--- src/rtl/cbu16_capture_pkg.sv ---
// Shared definitions for the cbu16 capture/compare unit: edge-select encoding
// and default data width / buffer depth.
package cbu16_capture_pkg;

  localparam int unsigned CBU_WIDTH = 16;
  localparam int unsigned CBU_DEPTH = 2;

  typedef enum logic [1:0] {
    EDGE_NONE = 2'b00,
    EDGE_RISE = 2'b01,
    EDGE_FALL = 2'b10,
    EDGE_BOTH = 2'b11
  } edge_sel_e;

endpackage

--- src/rtl/cbu16_capture_if.sv ---
// Capture-buffer drain channel (valid/ready).
//   data  : head-of-buffer captured count
//   valid : buffer non-empty
//   ready : consumer accepts head when valid & ready
interface cbu16_capture_if #(
  parameter int unsigned WIDTH = cbu16_capture_pkg::CBU_WIDTH
);
  logic [WIDTH-1:0] data;
  logic             valid;
  logic             ready;

  modport master (output data, output valid, input ready);
  modport slave  (input data, input valid, output ready);
endinterface

--- src/rtl/cbu16_capture_sync.sv ---
// Event front end: synchronises cap_in_i, detects edges selected by
// edge_sel_i and holds events off until the synchroniser has flushed after
// reset.
//   clk, rst_n  : clock, async active-low reset
//   cap_in_i    : asynchronous event input
//   edge_sel_i  : none / rising / falling / both
//   evt_c_o     : one-cycle event strobe (combinational from flops)
module cbu16_capture_sync
  import cbu16_capture_pkg::*;
#(
  parameter int unsigned SYNC_STAGES = 2
) (
  input  logic       clk,
  input  logic       rst_n,
  input  logic       cap_in_i,
  input  logic [1:0] edge_sel_i,
  output logic       evt_c_o
);

  localparam int unsigned ARM_CYCLES = SYNC_STAGES + 1;
  localparam int unsigned ARM_W      = $clog2(ARM_CYCLES + 1);

  logic [SYNC_STAGES-1:0] sync_q;
  logic                   prev_q;
  logic [ARM_W-1:0]       arm_cnt_q;
  logic                   armed_c;
  logic                   rise_c;
  logic                   fall_c;

  // Armed once ARM_CYCLES edges have passed since reset release, so a level
  // already high at reset never looks like an edge.
  assign armed_c = (arm_cnt_q == ARM_W'(ARM_CYCLES));

  always_ff @(posedge clk or negedge rst_n) begin
    if (!rst_n) begin
      sync_q    <= '0;
      prev_q    <= 1'b0;
      arm_cnt_q <= '0;
    end else begin
      sync_q <= {sync_q[SYNC_STAGES-2:0], cap_in_i};
      prev_q <= sync_q[SYNC_STAGES-1];
      if (!armed_c) arm_cnt_q <= arm_cnt_q + ARM_W'(1);
    end
  end

  assign rise_c =  sync_q[SYNC_STAGES-1] & ~prev_q;
  assign fall_c = ~sync_q[SYNC_STAGES-1] &  prev_q;

  // Edge qualify
  always_comb begin
    evt_c_o = 1'b0;
    unique case (edge_sel_i)
      EDGE_RISE: evt_c_o = rise_c;
      EDGE_FALL: evt_c_o = fall_c;
      EDGE_BOTH: evt_c_o = rise_c | fall_c;
      default:   evt_c_o = 1'b0;
    endcase
    evt_c_o = evt_c_o & armed_c;
  end

endmodule

--- src/rtl/cbu16_capture.sv ---
// Input-capture / compare unit time-stamping events against a free-running
// count. Captures go into a 2-entry buffer drained over cap_if; a compare
// pulse fires on the rising edge of (cmp_en_i & cnt_i == cmp_val_i).
//   clk, rst_n   : clock, async active-low reset
//   cnt_i        : counter value
//   cap_in_i     : asynchronous event input
//   edge_sel_i   : event edge select
//   cap_if       : captured-count drain channel (master)
//   ovr_o        : sticky overflow, event lost with buffer full
//   ovr_clr_i    : synchronous clear of ovr_o (set wins)
//   cmp_val_i    : compare value
//   cmp_en_i     : compare enable
//   cmp_match_o  : one-cycle match pulse
module cbu16_capture
  import cbu16_capture_pkg::*;
#(
  parameter int unsigned WIDTH       = CBU_WIDTH,
  parameter int unsigned SYNC_STAGES = 2
) (
  input  logic                    clk,
  input  logic                    rst_n,
  input  logic [WIDTH-1:0]        cnt_i,
  input  logic                    cap_in_i,
  input  logic [1:0]              edge_sel_i,
  cbu16_capture_if.master         cap_if,
  output logic                    ovr_o,
  input  logic                    ovr_clr_i,
  input  logic [WIDTH-1:0]        cmp_val_i,
  input  logic                    cmp_en_i,
  output logic                    cmp_match_o
);

  localparam int unsigned CNT_W = $clog2(CBU_DEPTH + 1);

  logic             evt_c;
  logic             pop_c;
  logic             full_c;
  logic             match_c;

  logic [WIDTH-1:0] head_q, head_d;
  logic [WIDTH-1:0] tail_q, tail_d;
  logic [CNT_W-1:0] count_q, count_d;
  logic             valid_q, valid_d;
  logic             ovr_q, ovr_d;
  logic             match_prev_q;
  logic             cmp_match_q, cmp_match_d;

  cbu16_capture_sync #(
    .SYNC_STAGES (SYNC_STAGES)
  ) u_sync (
    .clk        (clk),
    .rst_n      (rst_n),
    .cap_in_i   (cap_in_i),
    .edge_sel_i (edge_sel_i),
    .evt_c_o    (evt_c)
  );

  assign pop_c   = valid_q & cap_if.ready;
  assign full_c  = (count_q == CNT_W'(CBU_DEPTH));
  assign match_c = cmp_en_i & (cnt_i == cmp_val_i);

  // Buffer kept as a shift pair so the head is always a flop
  always_comb begin
    head_d  = head_q;
    tail_d  = tail_q;
    count_d = count_q;
    if (pop_c && evt_c) begin
      if (count_q == CNT_W'(1)) begin
        head_d = cnt_i;
      end else begin
        head_d = tail_q;
        tail_d = cnt_i;
      end
    end else if (pop_c) begin
      head_d  = tail_q;
      count_d = count_q - CNT_W'(1);
    end else if (evt_c && !full_c) begin
      if (count_q == '0) head_d = cnt_i;
      else               tail_d = cnt_i;
      count_d = count_q + CNT_W'(1);
    end
    valid_d     = (count_d != '0);
    ovr_d       = (evt_c & full_c & ~pop_c) | (ovr_q & ~ovr_clr_i);
    cmp_match_d = match_c & ~match_prev_q;
  end

  always_ff @(posedge clk or negedge rst_n) begin
    if (!rst_n) begin
      head_q       <= '0;
      tail_q       <= '0;
      count_q      <= '0;
      valid_q      <= 1'b0;
      ovr_q        <= 1'b0;
      match_prev_q <= 1'b0;
      cmp_match_q  <= 1'b0;
    end else begin
      head_q       <= head_d;
      tail_q       <= tail_d;
      count_q      <= count_d;
      valid_q      <= valid_d;
      ovr_q        <= ovr_d;
      match_prev_q <= match_c;
      cmp_match_q  <= cmp_match_d;
    end
  end

  assign cap_if.data  = head_q;
  assign cap_if.valid = valid_q;
  assign ovr_o        = ovr_q;
  assign cmp_match_o  = cmp_match_q;

endmodule

--- src/flat_wrapper.sv ---
// flat-port wrapper written by rule: the top's interface ports become plain ports
module cbu16_capture_flat import cbu16_capture_pkg::*;
#(
  parameter int unsigned WIDTH       = CBU_WIDTH,
  parameter int unsigned SYNC_STAGES = 2
)
  (clk, rst_n, cnt_i, cap_in_i, edge_sel_i, ovr_o, ovr_clr_i, cmp_val_i, cmp_en_i, cmp_match_o, cap_if_data, cap_if_valid, cap_if_ready);
  cbu16_capture_if #(.WIDTH(WIDTH)) cap_if_i ();
  input  logic clk;
  input  logic rst_n;
  input  logic [WIDTH-1:0] cnt_i;
  input  logic cap_in_i;
  input  logic [1:0] edge_sel_i;
  output logic ovr_o;
  input  logic ovr_clr_i;
  input  logic [WIDTH-1:0] cmp_val_i;
  input  logic cmp_en_i;
  output logic cmp_match_o;
  output wire logic [$bits(cap_if_i.data)-1:0] cap_if_data;
  output wire logic [$bits(cap_if_i.valid)-1:0] cap_if_valid;
  input wire logic [$bits(cap_if_i.ready)-1:0] cap_if_ready;
  assign cap_if_data = cap_if_i.data;
  assign cap_if_valid = cap_if_i.valid;
  assign cap_if_i.ready = cap_if_ready;
  cbu16_capture #(.WIDTH(WIDTH), .SYNC_STAGES(SYNC_STAGES)) u_core (.clk(clk), .rst_n(rst_n), .cnt_i(cnt_i), .cap_in_i(cap_in_i), .edge_sel_i(edge_sel_i), .cap_if(cap_if_i), .ovr_o(ovr_o), .ovr_clr_i(ovr_clr_i), .cmp_val_i(cmp_val_i), .cmp_en_i(cmp_en_i), .cmp_match_o(cmp_match_o));
endmodule
--- config.mk ---
export PLATFORM = sky130hd
export DESIGN_NAME = cbu16_capture_flat
export DESIGN_NICKNAME = d
export VERILOG_FILES = /design/src/rtl/cbu16_capture_pkg.sv /design/src/rtl/cbu16_capture_if.sv /design/src/rtl/cbu16_capture_sync.sv /design/src/rtl/cbu16_capture.sv /design/src/flat_wrapper.sv
export SDC_FILE = /design/constraint.sdc
export NUM_CORES = 1
export LEC_CHECK = 0
export BUFFER_PORTS_ARGS = -buffer_cell sky130_fd_sc_hd__buf_2
export CELL_PAD_IN_SITES_DETAIL_PLACEMENT = 0
export CELL_PAD_IN_SITES_GLOBAL_PLACEMENT = 1
export CORE_MARGIN = 4
export CORE_UTILIZATION = 40
export CTS_BUF_LIST = sky130_fd_sc_hd__clkbuf_2 sky130_fd_sc_hd__clkbuf_4 sky130_fd_sc_hd__clkbuf_8
export CTS_CLUSTER_SIZE = 10
export DETAILED_ROUTE_END_ITERATION = 7
export PLACE_DENSITY = 0.81
export SKIP_CTS_REPAIR_TIMING = 1
export SYNTH_ARGS = -nofsm -noshare
export SYNTH_HDL_FRONTEND = slang
export SYNTH_SLANG_ARGS = --single-unit
--- constraint.sdc ---
create_clock -name clk -period 3.05 [get_ports clk]
set_input_delay 0 -clock clk [delete_from_list [all_inputs] [get_ports clk]]
set_output_delay 0 -clock clk [all_outputs]
set_load 0.02 [all_outputs]
Yosys cells after proc, flatten, opt, wreduce, memory -nomap -nowiden --
Index checks and enable logic that the tools add are counted.
Word-level totals: bits in registers 43, input port bits 40, output and inout bits 19
Operators by class: add/sub/neg operators 3, equality and inequality tests 10, multiplexer cells 14, bitwise gates (word level) 16, reductions and logical operators 10
Operators with widths (number):
- $mux W16 | 10
- $eq A16 B16 Y1 | 1
- $and A1 B1 Y1 | 9
- $eq A2 B2 Y1 const B | 4
- $mux W2 | 3
- $reduce_bool A3 Y1 | 2
- $not A1 Y1 | 5
- $add A2 B1 Y2 const B | 2
- $eq A2 B1 Y1 const B | 2
- $ne A2 B2 Y1 const B | 2
- $reduce_and A4 Y1 | 1
- $reduce_bool A2 Y1 | 2
- $pmux W1 S3 | 1
- $logic_and A1 B1 Y1 | 2
- $logic_not A2 Y1 | 1
- $ne A2 B1 Y1 const B | 1
- $or A1 B1 Y1 | 2
- $reduce_and A2 Y1 | 1
- $sub A2 B1 Y2 const B | 1
- $logic_not A1 Y1 | 1

Longest topological paths before layout --
Gate-level depths: netlist of the first run.
word-level depth 10, mapped depth 8, gate-level depth less buffers 7

Cells and area by module --
A second synthesis of the first run with hierarchy kept.
Unflattened totals: cells, all modules 173, area total of the unflattened synthesis 2112.0 µm²
Modules (own cells, without submodules):
- cbu16_capture | instances 1, cells each 156, area each 1891.8 µm²
- cbu16_capture_sync | instances 1, cells each 17, area each 220.2 µm²

Worst setup path after synthesis of the first run --
Ideal clock, no wire load.
path type register to register, start register u_core.u_sync.sync_q[1], end register u_core.tail_q[2], arrival time 1681 ps, setup slack 1244 ps, cell stages (with the launch flop) 9, cell sequence dfrtp_1 inv_1 ha_1 nor2b_4 o211ai_4 nand2_2 o21ai_2 buf_6 mux2_2
Between the ends: word-level cells in the longest chain between the ends 8, elaborated cells on any way between the ends 14, classes of those cells eq/ne (3); mux (2); bitwise (5); reduce/logical (4)
Ends and longest elaborated chain:
- start, declared | RTL line cbu16_capture_sync.sv:23 | logic [SYNC_STAGES-1:0] sync_q;
- start signal, assigned | RTL line cbu16_capture_sync.sv:40 | sync_q <= {sync_q[SYNC_STAGES-2:0], cap_in_i};
- $not A1 Y1 | RTL line cbu16_capture_sync.sv:47 | assign fall_c = ~sync_q[SYNC_STAGES-1] & prev_q;
- $and A1 B1 Y1 | RTL line cbu16_capture_sync.sv:47
- $or A1 B1 Y1 | RTL line cbu16_capture_sync.sv:55 | EDGE_BOTH: evt_c_o = rise_c | fall_c;
- $pmux W1 S3 (*) | RTL line cbu16_capture_sync.sv:52 | unique case (edge_sel_i)
- $and A1 B1 Y1 (*) | RTL line cbu16_capture_sync.sv:58 | evt_c_o = evt_c_o & armed_c;
- $logic_and A1 B1 Y1, on equally long branches | RTL line cbu16_capture.sv:67, cbu16_capture.sv:77
- $ne A2 B2 Y1 (no line) (tied with other cells)
- $reduce_and A4 Y1 (no line)
- end signal, assigned | RTL line cbu16_capture.sv:98 | tail_q <= tail_d;
- end, declared | RTL line cbu16_capture.sv:41 | logic [WIDTH-1:0] tail_q, tail_d;
Mark *: on every way between the ends. The rest lies on a longest branch, timed or not. A chain may end at the register's enable or synchronous reset.

Worst setup path after layout of the first run --
start register u_core.count_q[0], end register u_core.tail_q[4]
Between the ends: word-level cells in the longest chain between the ends 5, elaborated cells on any way between the ends 9, classes of those cells eq/ne (4); reduce/logical (5)
Ends and longest elaborated chain:
- start, declared | RTL line cbu16_capture.sv:42 | logic [CNT_W-1:0] count_q, count_d;
- start signal, assigned | RTL line cbu16_capture.sv:99 | count_q <= count_d;
- $eq A2 B2 Y1 | RTL line cbu16_capture.sv:59 | assign full_c = (count_q == CNT_W'(CBU_DEPTH));
- $logic_not A1 Y1 | RTL line cbu16_capture.sv:77 | end else if (evt_c && !full_c) begin
- $logic_and A1 B1 Y1 | RTL line cbu16_capture.sv:77
- $reduce_bool A2 Y1 (no line)
- $reduce_and A4 Y1 (no line) (*)
Marks and branches as above.

==> run_results.csv, run 1 <==
group,metric,value,unit
power_and_ir_drop,p_seq_share,40.4,%
timing,rsz0062_at_grt,"false",
timing,finalHoldViolCount,1,
timing,slew_headroom,37.4,%
clocking,cts_buffers,5,
power_and_ir_drop,netSwitchingFraction,37.2,%
clocking,clock_latency,0.31,ns
critical_path,crit_arrival,2.28,ns
layout,drive_gt1_share,38.7,%
placed_design,portBuffers,58,
yosys,yosysTopAreaCell,"dfrtp_1",
yosys,ys_ff_latch,43,
timing,setup_viol,0,
global_route,antenna_found_initial,0,
yosys,synth_cell_type_count,40,
yosys,syn_avg_cell_area,12.8,um2
layout,n_antenna_cell,0,
timing,tightestPinTransition,0.939,ns
floorplan,core-area,5170,um2
power_and_ir_drop,clockPowerShare,16.0,%
power_and_ir_drop,p_per_area,840,nW/um2
floorplan,die_area,6610,um2
clocking,cts_tree,"yes",
power_and_ir_drop,internal_power,1470,uW
yosys,ys_warn_count,0,
floorplan,die_h,81.3,um
clocking,cts-root-buf,"clkbuf_8",
yosys,async_flop_share,100,%
critical_path,cpMaxStageDelayCell,"o21ai_2",
clocking,clk_pin_slew,0.09,ns
timing,skew,0.00726,ns
timing,fin_hold_ws,-0.00310,ns
clocking,htree_levels,2,
layout,nets,293,
route,dr.pass1.iters,4,
yosys,synth_cells,168,
critical_path,path_max_fanout,16,
layout,finish.instance_area,2780,um2
critical_path,end_kind,"flop",
yosys,synthTopCellsByArea,"dfrtp_1 50%, mux2_2 7.9%, nand3b_1 5.6%, xnor2_1 5.3%, o221a_1 5.2%",
route,viasPerCell,5.23,
critical_path,critPathLaunchType,"flop",
run_status,outcome,"finished with violations",
global_route,grt_usage,16.4,%
yosys,synth_top_flop_cell,"dfrtp_1",
floorplan,initial_core_util,41.6,%
clocking,cts_buffer_depth,2,
timing,tns,0,ns
timing,fin_crit_sh,68.3,%
power_and_ir_drop,vdd_drop_max,0.324,mV
timing,fmax,480,MHz
route,wirelength,5.04,mm
global_route,grt_start_max_net_pins,44,
yosys,synth_edf_count,0,
critical_path,crit_buf_inv,1,
floorplan,die_x,81.3,um
floorplan,rows,26,
global_route,overflow,0,
timing,slew_viol_final,0,
global_route,grt_pass1_vias,1650,
critical_path,crit_required,3.24,ns
critical_path,cp_top_family,"compound AO/OA/AOI/OAI gates",
yosys,syn_area,2150,um2
power_and_ir_drop,p_comb_share,43.7,%
critical_path,max_stage_delay,0.65,ns
route,ant_nets,0,
job,cap_violations,0,
layout,synthToLayoutAreaGrowth,29.1,%
yosys,synth.top_cell.area_share,50.0,%
route,drt_iter0_markers,79,
route,num_vias,1663,
clocking,cts.sinks,43,
timing,period_needed,2.08,ns
critical_path,crit_path_cell_trace,"inv_1 -> ha_1 -> nor3_1 -> o21ai_2 -> mux2_2",
power_and_ir_drop,p_leak,0.00123,uW
placed_design,gp_congestion,0.748,
route,routedWlPerCell,15.8,um
global_route,grt_pass1_wl,8.08,mm
worst_hold_path,hp-class,"in -> reg",
layout,final_core_util,53.7,%
route,drc,0,
power_and_ir_drop,switchingPower,867,uW
placed_design,place_area,2490,um2
layout,fillers,469,
yosys,ys_seq_area_share,50.0,%
floorplan,ios,59,
yosys,syn-num-nets,214,
critical_path,path_class,"reg -> reg",
placed_design,hpwlAfterDp,3.34,mm
run_status,violations,"hold timing",
[per-stage QoR]
stage / power, uW / cells / hold WS [ns] / setup WS, ns
finish: 2330 / 318 / -0.00310 / 0.967
global route: 2500 / 318 / 0.0115 / 0.801
CTS: 2330 / 298 / -0.208 / 0.938
detailed placement: 1950 / 290 / 0.112 / 0.953
global placement: 1930 / 290 / 0.114 / 1.03
floorplan: 1660 / 168 / -0.296 / 1.24
[flip-flops by register name, indices dropped and copies added (netlist names), 2 cells and up]
| name | cells |
|---|---|
| u_core.cap_if.data | 16 |
| u_core.tail_q | 16 |
| u_core.count_q | 2 |
| u_core.u_sync.arm_cnt_q | 2 |
| u_core.u_sync.sync_q | 2 |
[worst register-to-register path: stages (launching register included)]
cell	delay [ns]
dfrtp_1	0.43
inv_1	0.11
ha_1	0.26
nor3_1	0.10
o21ai_2	0.65
mux2_2	0.42
[power by group through the flow]
stage / Combinational (uW) / Sequential, uW / Clock [uW]
after global routing: 1120 / 976 / 402
after floorplan: 588 / 1070 / 0
after detailed placement: 1000 / 948 / 0
after CTS: 1010 / 941 / 378
after global placement: 983 / 950 / 0
final: 1020 / 941 / 372
[cells by family after synthesis]
group / synth area share, %
simple gates: 13.2
flops: 50.0
fa+ha+maj: 3.49
buf+inv: 3.26
mux: 8.90
compound gates: 14.2
xor+xnor: 6.92
[area by class of cell]
cell class / instances / area, um2 / share of cell area (%)
sequential: 43 / 1080 / 38.7
clock inverter: 3 / 20.0 / 0.721
multi-input combinational: 112 / 1000 / 36.2
timing repair buffer: 79 / 498 / 17.9
inverter: 6 / 22.5 / 0.811
tap: 70 / 87.6 / 3.15
clock buffer: 5 / 68.8 / 2.48
[cells in the final DEF (no fill, tap or decap), drive strengths merged]
cell type / Yosys / routed
nor2b: 4 / 4
nor4: 2 / 2
nand4b: 1 / 1
o311ai: 1 / 1
nand3b: 16 / 16
nand3: 1 / 1
a21bo: 1 / 1
o221a: 16 / 16
xor2: 4 / 4
ha: 6 / 6
clkinvlp: 0 / 2
o211a: 1 / 1
and2: 2 / 2
o22ai: 1 / 1
a21oi: 1 / 1
clkinv: 0 / 1
o21ai: 3 / 3
a22oi: 1 / 1
dlygate4sd3: 0 / 20
or3: 1 / 1
inv: 6 / 6
xnor2: 13 / 13
mux2: 17 / 17
nand4: 3 / 3
nor2: 4 / 4
o211ai: 2 / 2
nand2: 6 / 6
nor3: 2 / 2
buf: 5 / 59
dfrtp: 43 / 43
o31ai: 1 / 1
clkbuf: 2 / 5
a21o: 2 / 2
[per-layer routing]
layer	up-vias	share of wire [%]	global-route usage, %
met5	-	0	0
met4	0	1.3	5.57
met3	7	7.4	5.10
met2	63	46	24.3
met1	813	45	22.5
li1	780	-	-
[worst paths after layout]
check,cells past startpoint,slack [ns],end,from
max in group asynchronous,2,2.10,u_core.cap_if.data[1],rst_n
max,5,0.97,u_core.tail_q[4],u_core.count_q[0]
min,4,-0.003,u_core.match_prev_q,cmp_val_i[15]
min reg2reg,0,0.35,u_core.u_sync.sync_q[1],u_core.u_sync.sync_q[0]
min in group asynchronous,2,0.36,u_core.match_prev_q,rst_n
max reg2reg,5,0.97,u_core.tail_q[4],u_core.count_q[0]
[Yosys cell counts (3+ instances only)]
library cell  instances
nand4_1               3
inv_1                 6
nor2_1                4
dfrtp_1              43
nand2_1               5
xor2_1                4
o221a_2               6
mux2_2               15
nor2b_1               3
o221a_1              10
ha_1                  6
nand3b_1             16
xnor2_1              13
(Power assumes the default switching activity.)
==> run 2, diff against run 1 <==
Settings changed: ABC_AREA set to 1, CORE_UTILIZATION 40 to 39, PLACE_DENSITY 0.81 to 0.86.
Clock period 3.05 ns to 2.1 ns, I/O delays scaled along.
==> run 2 against run 1 <==
Effect of this change: the run still ends with hold timing left; clock power up 57%; count of clock-buffer cells in the layout rose by 3; via count is 42% higher; global-route usage rose by 0.059 points; sequential share of layout area fell by 4.4 points; first-iteration DRC count rose by 81%; largest power group unchanged; highest routed layer unchanged.
==> run_results.csv, run 2 <==
group,metric,value,unit
yosys,yosysTopAreaCell,"dfrtp_1",
critical_path,path_max_fanout,18,
timing,tns,0,ns
yosys,synth_compound_area_share,16.9,%
layout,nets,475,
timing,period_needed,1.87,ns
critical_path,cpMaxStageDelayCell,"dfrtp_1",
yosys,synth.top_cell.area_share,42.9,%
timing,finalHoldViolCount,4,
route,drt_iter0_markers,143,
timing,fin_hold_ws,-0.0215,ns
placed_design,dp.cells,484,
clocking,clk_pin_slew,0.08,ns
yosys,ys_seq_area_share,42.9,%
yosys,ys_ff_latch,43,
route,wirelength,5.89,mm
layout,final_core_util,51.3,%
timing,slew_headroom,63.2,%
critical_path,max_stage_delay,0.38,ns
yosys,post_synth_fa_ha_maj_area_fraction,2.99,%
global_route,grt_start_max_net_pins,44,
timing,fin_crit_sh,88.9,%
route,dr.pass1.iters,4,
timing,slew_viol_final,0,
yosys,yosysMostFrequentCell,"nand2_1",
yosys,syn-num-nets,402,
timing,tightestPinTransition,0.551,ns
critical_path,cp_top_family,"simple AND/OR/NAND/NOR gates",
power_and_ir_drop,p_per_area,1170,nW/um2
placed_design,place_area,2900,um2
yosys,ys_warn_count,0,
layout,drive_gt1_share,19.1,%
layout,synthToLayoutAreaGrowth,24.6,%
yosys,synth_cells,356,
route,drc,0,
critical_path,crit_buf_inv,3,
yosys,synth_mux_area_share,0.448,%
timing,rsz0062_at_grt,"false",
route,met3_length,328,um
floorplan,rows,28,
layout,n_antenna_cell,0,
clocking,cts_buffer_depth,2,
floorplan,die_x,88.2,um
critical_path,end_kind,"flop",
critical_path,crit_path_cell_trace,"inv_1 -> ha_1 -> inv_1 -> nand2_1 -> nand3_1 -> nand3_2 -> buf_12 -> o21ai_0 -> nand2_1 -> nand2_1",
yosys,synth_top_family_by_area,"simple AND/OR/NAND/NOR gates",
global_route,grt_pass1_vias,2134,
yosys,async_flop_share,100,%
layout,fin_cells,505,
clocking,cts.sinks,43,
floorplan,ios,59,
yosys,yosys.area_share.simple,25.8,%
timing,setup_viol,0,
clocking,clock_latency,0.29,ns
critical_path,crit_arrival,2.10,ns
yosys,synth_cell_type_count,26,
route,top_layer,"met4",
yosys,synth_xor_area_share,1.40,%
layout,mostFrequentLayoutCell,"nand2_1",
power_and_ir_drop,vdd_drop_max,0.562,mV
critical_path,cpMostUsedCell,"nand2_1",
route,num_vias,2358,
power_and_ir_drop,total_power,3660,uW
clocking,cts_tree,"yes",
floorplan,die_h,88.2,um
floorplan,die_area,7790,um2
yosys,synth_top_flop_cell,"dfrtp_1",
global_route,overflow,0,
power_and_ir_drop,p_leak,0.00172,uW
layout,finish.instance_area,3130,um2
placed_design,portBuffers,58,
route,viasPerCell,4.67,
global_route,grt_pass1_wl,10.0,mm
timing,fmax,536,MHz
yosys,syn_avg_cell_area,7.05,um2
run_status,outcome,"finished with violations",
clocking,cts-root-buf,"clkbuf_8",
global_route,grt_usage,16.4,%
clocking,htree_levels,2,
route,ant_nets,0,
yosys,synthTopCellsByArea,"dfrtp_1 43%, nand2_1 22%, o21ai_0 14%, inv_1 6.4%, ha_1 3.0%",
global_route,antenna_found_initial,0,
clocking,cts_buffers,5,
route,routedWlPerCell,11.7,um
timing,skew,0.00614,ns
placed_design,gp_congestion,0.791,
floorplan,initial_core_util,41.2,%
floorplan,core-area,6100,um2
job,cap_violations,0,
critical_path,path_class,"reg -> reg",
critical_path,critPathLaunchType,"flop",
run_status,violations,"hold timing",
route,drt-met1-wl,2.92,mm
worst_hold_path,hp-class,"in -> reg",
yosys,ys_top_cells_by_count,"144 x nand2_1, 72 x o21ai_0, 43 x dfrtp_1, 43 x inv_1, 10 x nor2_1",
yosys,syn_area,2510,um2
route,wl_met2,2.61,mm
yosys,synth_edf_count,0,
placed_design,hpwlAfterDp,4.49,mm
critical_path,crit_required,2.33,ns
layout,final_cell_mix,"144 x nand2_1, 72 x o21ai_0, 58 x buf_2",
run 2: changes by cell type in the layout (fill, tap and decap cells not counted), moves of 7 or more:
cell           delta
nand3b_1         -16
inv_1            +37
o21ai_0          +70
mux2_2           -14
o221a_1          -10
xnor2_1          -12
dlygate4sd3_1     -7
nand2_1         +139
run 2: worst reg2reg max path, stage by stage (launching register included):
cell and delay [ns]:
dfrtp_1 0.38, inv_1 0.05, ha_1 0.28, inv_1 0.05
nand2_1 0.04, nand3_1 0.11, nand3_2 0.31, buf_12 0.28
o21ai_0 0.17, nand2_1 0.08, nand2_1 0.07
run 2: area by class of cell:
| class | instances | area (um2) |
|---|---|---|
| Tap cell | 75 | 93.8 |
| Timing Repair Buffer | 79 | 493 |
| Sequential cell | 43 | 1080 |
| Multi-Input combinational cell | 255 | 1190 |
| Clock buffer | 8 | 104 |
| Inverter | 45 | 169 |
| Fill cell | 637 | 2970 |
run 2: worst paths after layout:
check	to	slack (ns)	depth (start not counted)	startpoint
setup / recovery	u_core.cap_if.data[0]	0.23	10	u_core.u_sync.sync_q[1]
hold / removal	u_core.tail_q[12]	-0.02	3	cnt_i[12]
setup reg to reg	u_core.cap_if.data[0]	0.23	10	u_core.u_sync.sync_q[1]
hold reg to reg	u_core.u_sync.sync_q[1]	0.36	0	u_core.u_sync.sync_q[0]
max in group asynchronous	u_core.cap_if.data[8]	1.40	3	rst_n
min in group asynchronous	u_core.cap_if.valid	0.32	3	rst_n
run 2: logic make-up after synthesis:
group | after synthesis
adders and majority gates | 6
xor gates and xnor gates | 4
DFF | 43
muxes | 1
buffers and inverters | 58
and+or+nand+nor | 165
AOI/OAI and AO/OA | 79
run 2: per-stage QoR:
step / hold slack (ns) / worst slack [ns]
after floorplan: -0.296 / 0.402
after global placement: 0.108 / 0.293
after detailed placement: 0.113 / 0.238
after CTS: -0.204 / 0.215
after global routing: 0.00450 / 0.0227
final: -0.0215 / 0.233
run 2: routing by layer:
metal	track usage [%]	vias up
met5	0	-
met4	5.36	0
met3	3.54	2
met2	24.3	56
met1	23.8	1045
li1	-	1255
run 2: power by group:
part           leakage, uW  switching [uW]  internal, uW
sequential        0.000525             142          1160
combinational      0.00114            1160           617
clock            0.0000549             271           313
total              0.00172            1570          2090
==> run 3, diff against run 2 <==
Settings changed: BUFFER_PORTS_ARGS -buffer_cell sky130_fd_sc_hd__buf_2 to not set, CORE_UTILIZATION 39 to 40, DONT_BUFFER_PORTS set to 1, PLACE_DENSITY 0.86 to 0.76.
==> run 3 against run 2 <==
Effect of this change: the run now ends clean; setup slack better by 0.094 ns; first-iteration DRC count is 18% higher; via count shrank 7.9%; critical endpoint is now u_core.cap_if.data[7]; largest power group is now registers; highest routed layer unchanged.
==> run_results.csv, run 3 (synthesis gave the netlist of run 2 again) <==
group,metric,value,unit
run_status,outcome,"complete, no violations",
placed_design,portBuffers,0,
route,wirelength,6.11,mm
worst_hold_path,hp-start,"edge_sel_i[1]",
timing,slew_viol_final,0,
layout,drive_gt1_share,6.10,%
floorplan,core-area,5990,um2
layout,final_cell_mix,"144 x nand2_1, 72 x o21ai_0, 43 x inv_1, 43 x dfrtp_1, 19 x dlygate4sd3_1",
placed_design,hpwlAfterDp,4.46,mm
clocking,cts_buffer_depth,2,
clocking,htree_levels,2,
timing,fin_crit_sh,84.5,%
global_route,grt_usage,16.7,%
global_route,grt_start_max_net_pins,44,
layout,mostFrequentLayoutCell,"nand2_1",
floorplan,initial_core_util,41.9,%
timing,slew_headroom,77.8,%
timing,setup_slack,0.327,ns
clocking,cts-root-buf,"clkbuf_8",
timing,fmax,564,MHz
critical_path,critPathLaunchType,"flop",
global_route,overflow,0,
floorplan,die_h,87.2,um
timing,period_needed,1.77,ns
critical_path,path_max_fanout,16,
global_route,grt_pass1_wl,9.85,mm
placed_design,place_ws,0.304,ns
route,routedWlPerCell,13.5,um
critical_path,reg2reg_from,"u_core.u_sync.sync_q[1]",
route,drt_iter0_markers,169,
floorplan,die_area,7610,um2
power_and_ir_drop,p_leak,0.00152,uW
critical_path,reg2regPathDepth,10,
clocking,clock_latency,0.29,ns
route,drc,0,
timing,setup_viol,0,
timing,skew,0.00380,ns
layout,nets,422,
timing,rsz0062_at_grt,"false",
critical_path,rrSetupSlack,0.33,ns
worst_hold_path,whs_endpoint,"u_core.ovr_o",
timing,finalHoldViolCount,0,
global_route,antenna_found_initial,0,
clocking,cts.sinks,43,
clocking,cts_buffers,5,
route,viasPerCell,4.80,
timing,tns,0,ns
clocking,cts_tree,"yes",
job,cap_violations,0,
critical_path,r2r_end,"u_core.cap_if.data[7]",
route,ant_nets,0,
power_and_ir_drop,p_per_area,1230,nW/um2
floorplan,rows,28,
critical_path,crit_arrival,2.01,ns
placed_design,gp_congestion,0.722,
critical_path,end_kind,"flop",
clocking,clk_pin_slew,0.08,ns
route,dr.pass1.iters,4,
route,num_vias,2171,
timing,tightestPinTransition,0.332,ns
worst_hold_path,min_path_cells,4,
floorplan,die_x,87.2,um
critical_path,crit_required,2.33,ns
layout,synthToLayoutAreaGrowth,16.5,%
critical_path,path_class,"reg -> reg",
floorplan,ios,59,
power_and_ir_drop,vdd_drop_max,0.518,mV
layout,n_antenna_cell,0,
global_route,grt_pass1_vias,1953,
worst_hold_path,hp-class,"in -> reg",
==> run 3: cell count changes in the layout (fill, tap and decap cells not counted) <==
cell	before	now
dlygate4sd3_1	13	19
buf_16	0	1
buf_4	7	5
clkinv_2	0	1
bufinv_16	0	1
clkbuf_4	1	0
buf_2	58	0
clkbuf_8	7	6
==> run 3: worst max-delay path by stage <==
stage                            startpoint                     end  slack (ns)  cells after the start
global route        u_core.u_sync.sync_q[1]   u_core.cap_if.data[7]        0.14                     10
CTS                 u_core.u_sync.sync_q[1]        u_core.tail_q[5]        0.30                      9
finish              u_core.u_sync.sync_q[1]   u_core.cap_if.data[7]        0.33                     10
global placement    u_core.u_sync.sync_q[1]   u_core.cap_if.data[3]        0.40                     10
floorplan           u_core.u_sync.sync_q[1]  u_core.cap_if.data[10]        0.40                     11
detailed placement  u_core.u_sync.sync_q[1]        u_core.tail_q[5]        0.30                      9
==> run 3: per-stage QoR <==
step                util [%]  area (um2)  total power (uW)  instances  hold slack [ns]
finish                  48.8        2930              3610        452           0.0125
global route            48.8        2930              4000        452           0.0458
CTS                     45.2        2710              3600        432           -0.626
detailed placement      43.2        2590              2910        424           -0.294
global placement        43.2        2590              2900        424           -0.294
floorplan                  -        2510              2580        356           -0.296
==> run 3: worst max-delay path, cell delays in order, from the launching register on <==
cell and delay [ns]:
dfrtp_1 0.37, inv_1 0.05, ha_1 0.28, inv_1 0.05
nand2_1 0.04, nand3_1 0.20, nand3_2 0.16, a21oi_4 0.16
buf_4 0.22, nand2_1 0.10, nand2_1 0.07
==> run 3: report_power, final <==
group	internal, uW	switching (uW)	total, uW
Combinational	503	910	1410
Sequential	1160	366	1520
Clock	385	285	670
Total	2040	1560	3610
==> run 3: routing by layer <==
layer,share of wire [%],GRT usage (%)
met1,52,26.0
met5,0,0
met3,7.1,5.30
met4,0.59,3.77
met2,41,22.2
==> run 3: area by class of cell <==
| type | instances | area [um2] |
|---|---|---|
| flip-flops and latches | 43 | 1080 |
| clock buffers | 6 | 82.6 |
| well taps | 75 | 93.8 |
| fillers | 601 | 3070 |
| clock inverters | 2 | 35.0 |
| repair buffers | 26 | 275 |
| inverters | 45 | 169 |
| multi-input cells | 255 | 1190 |
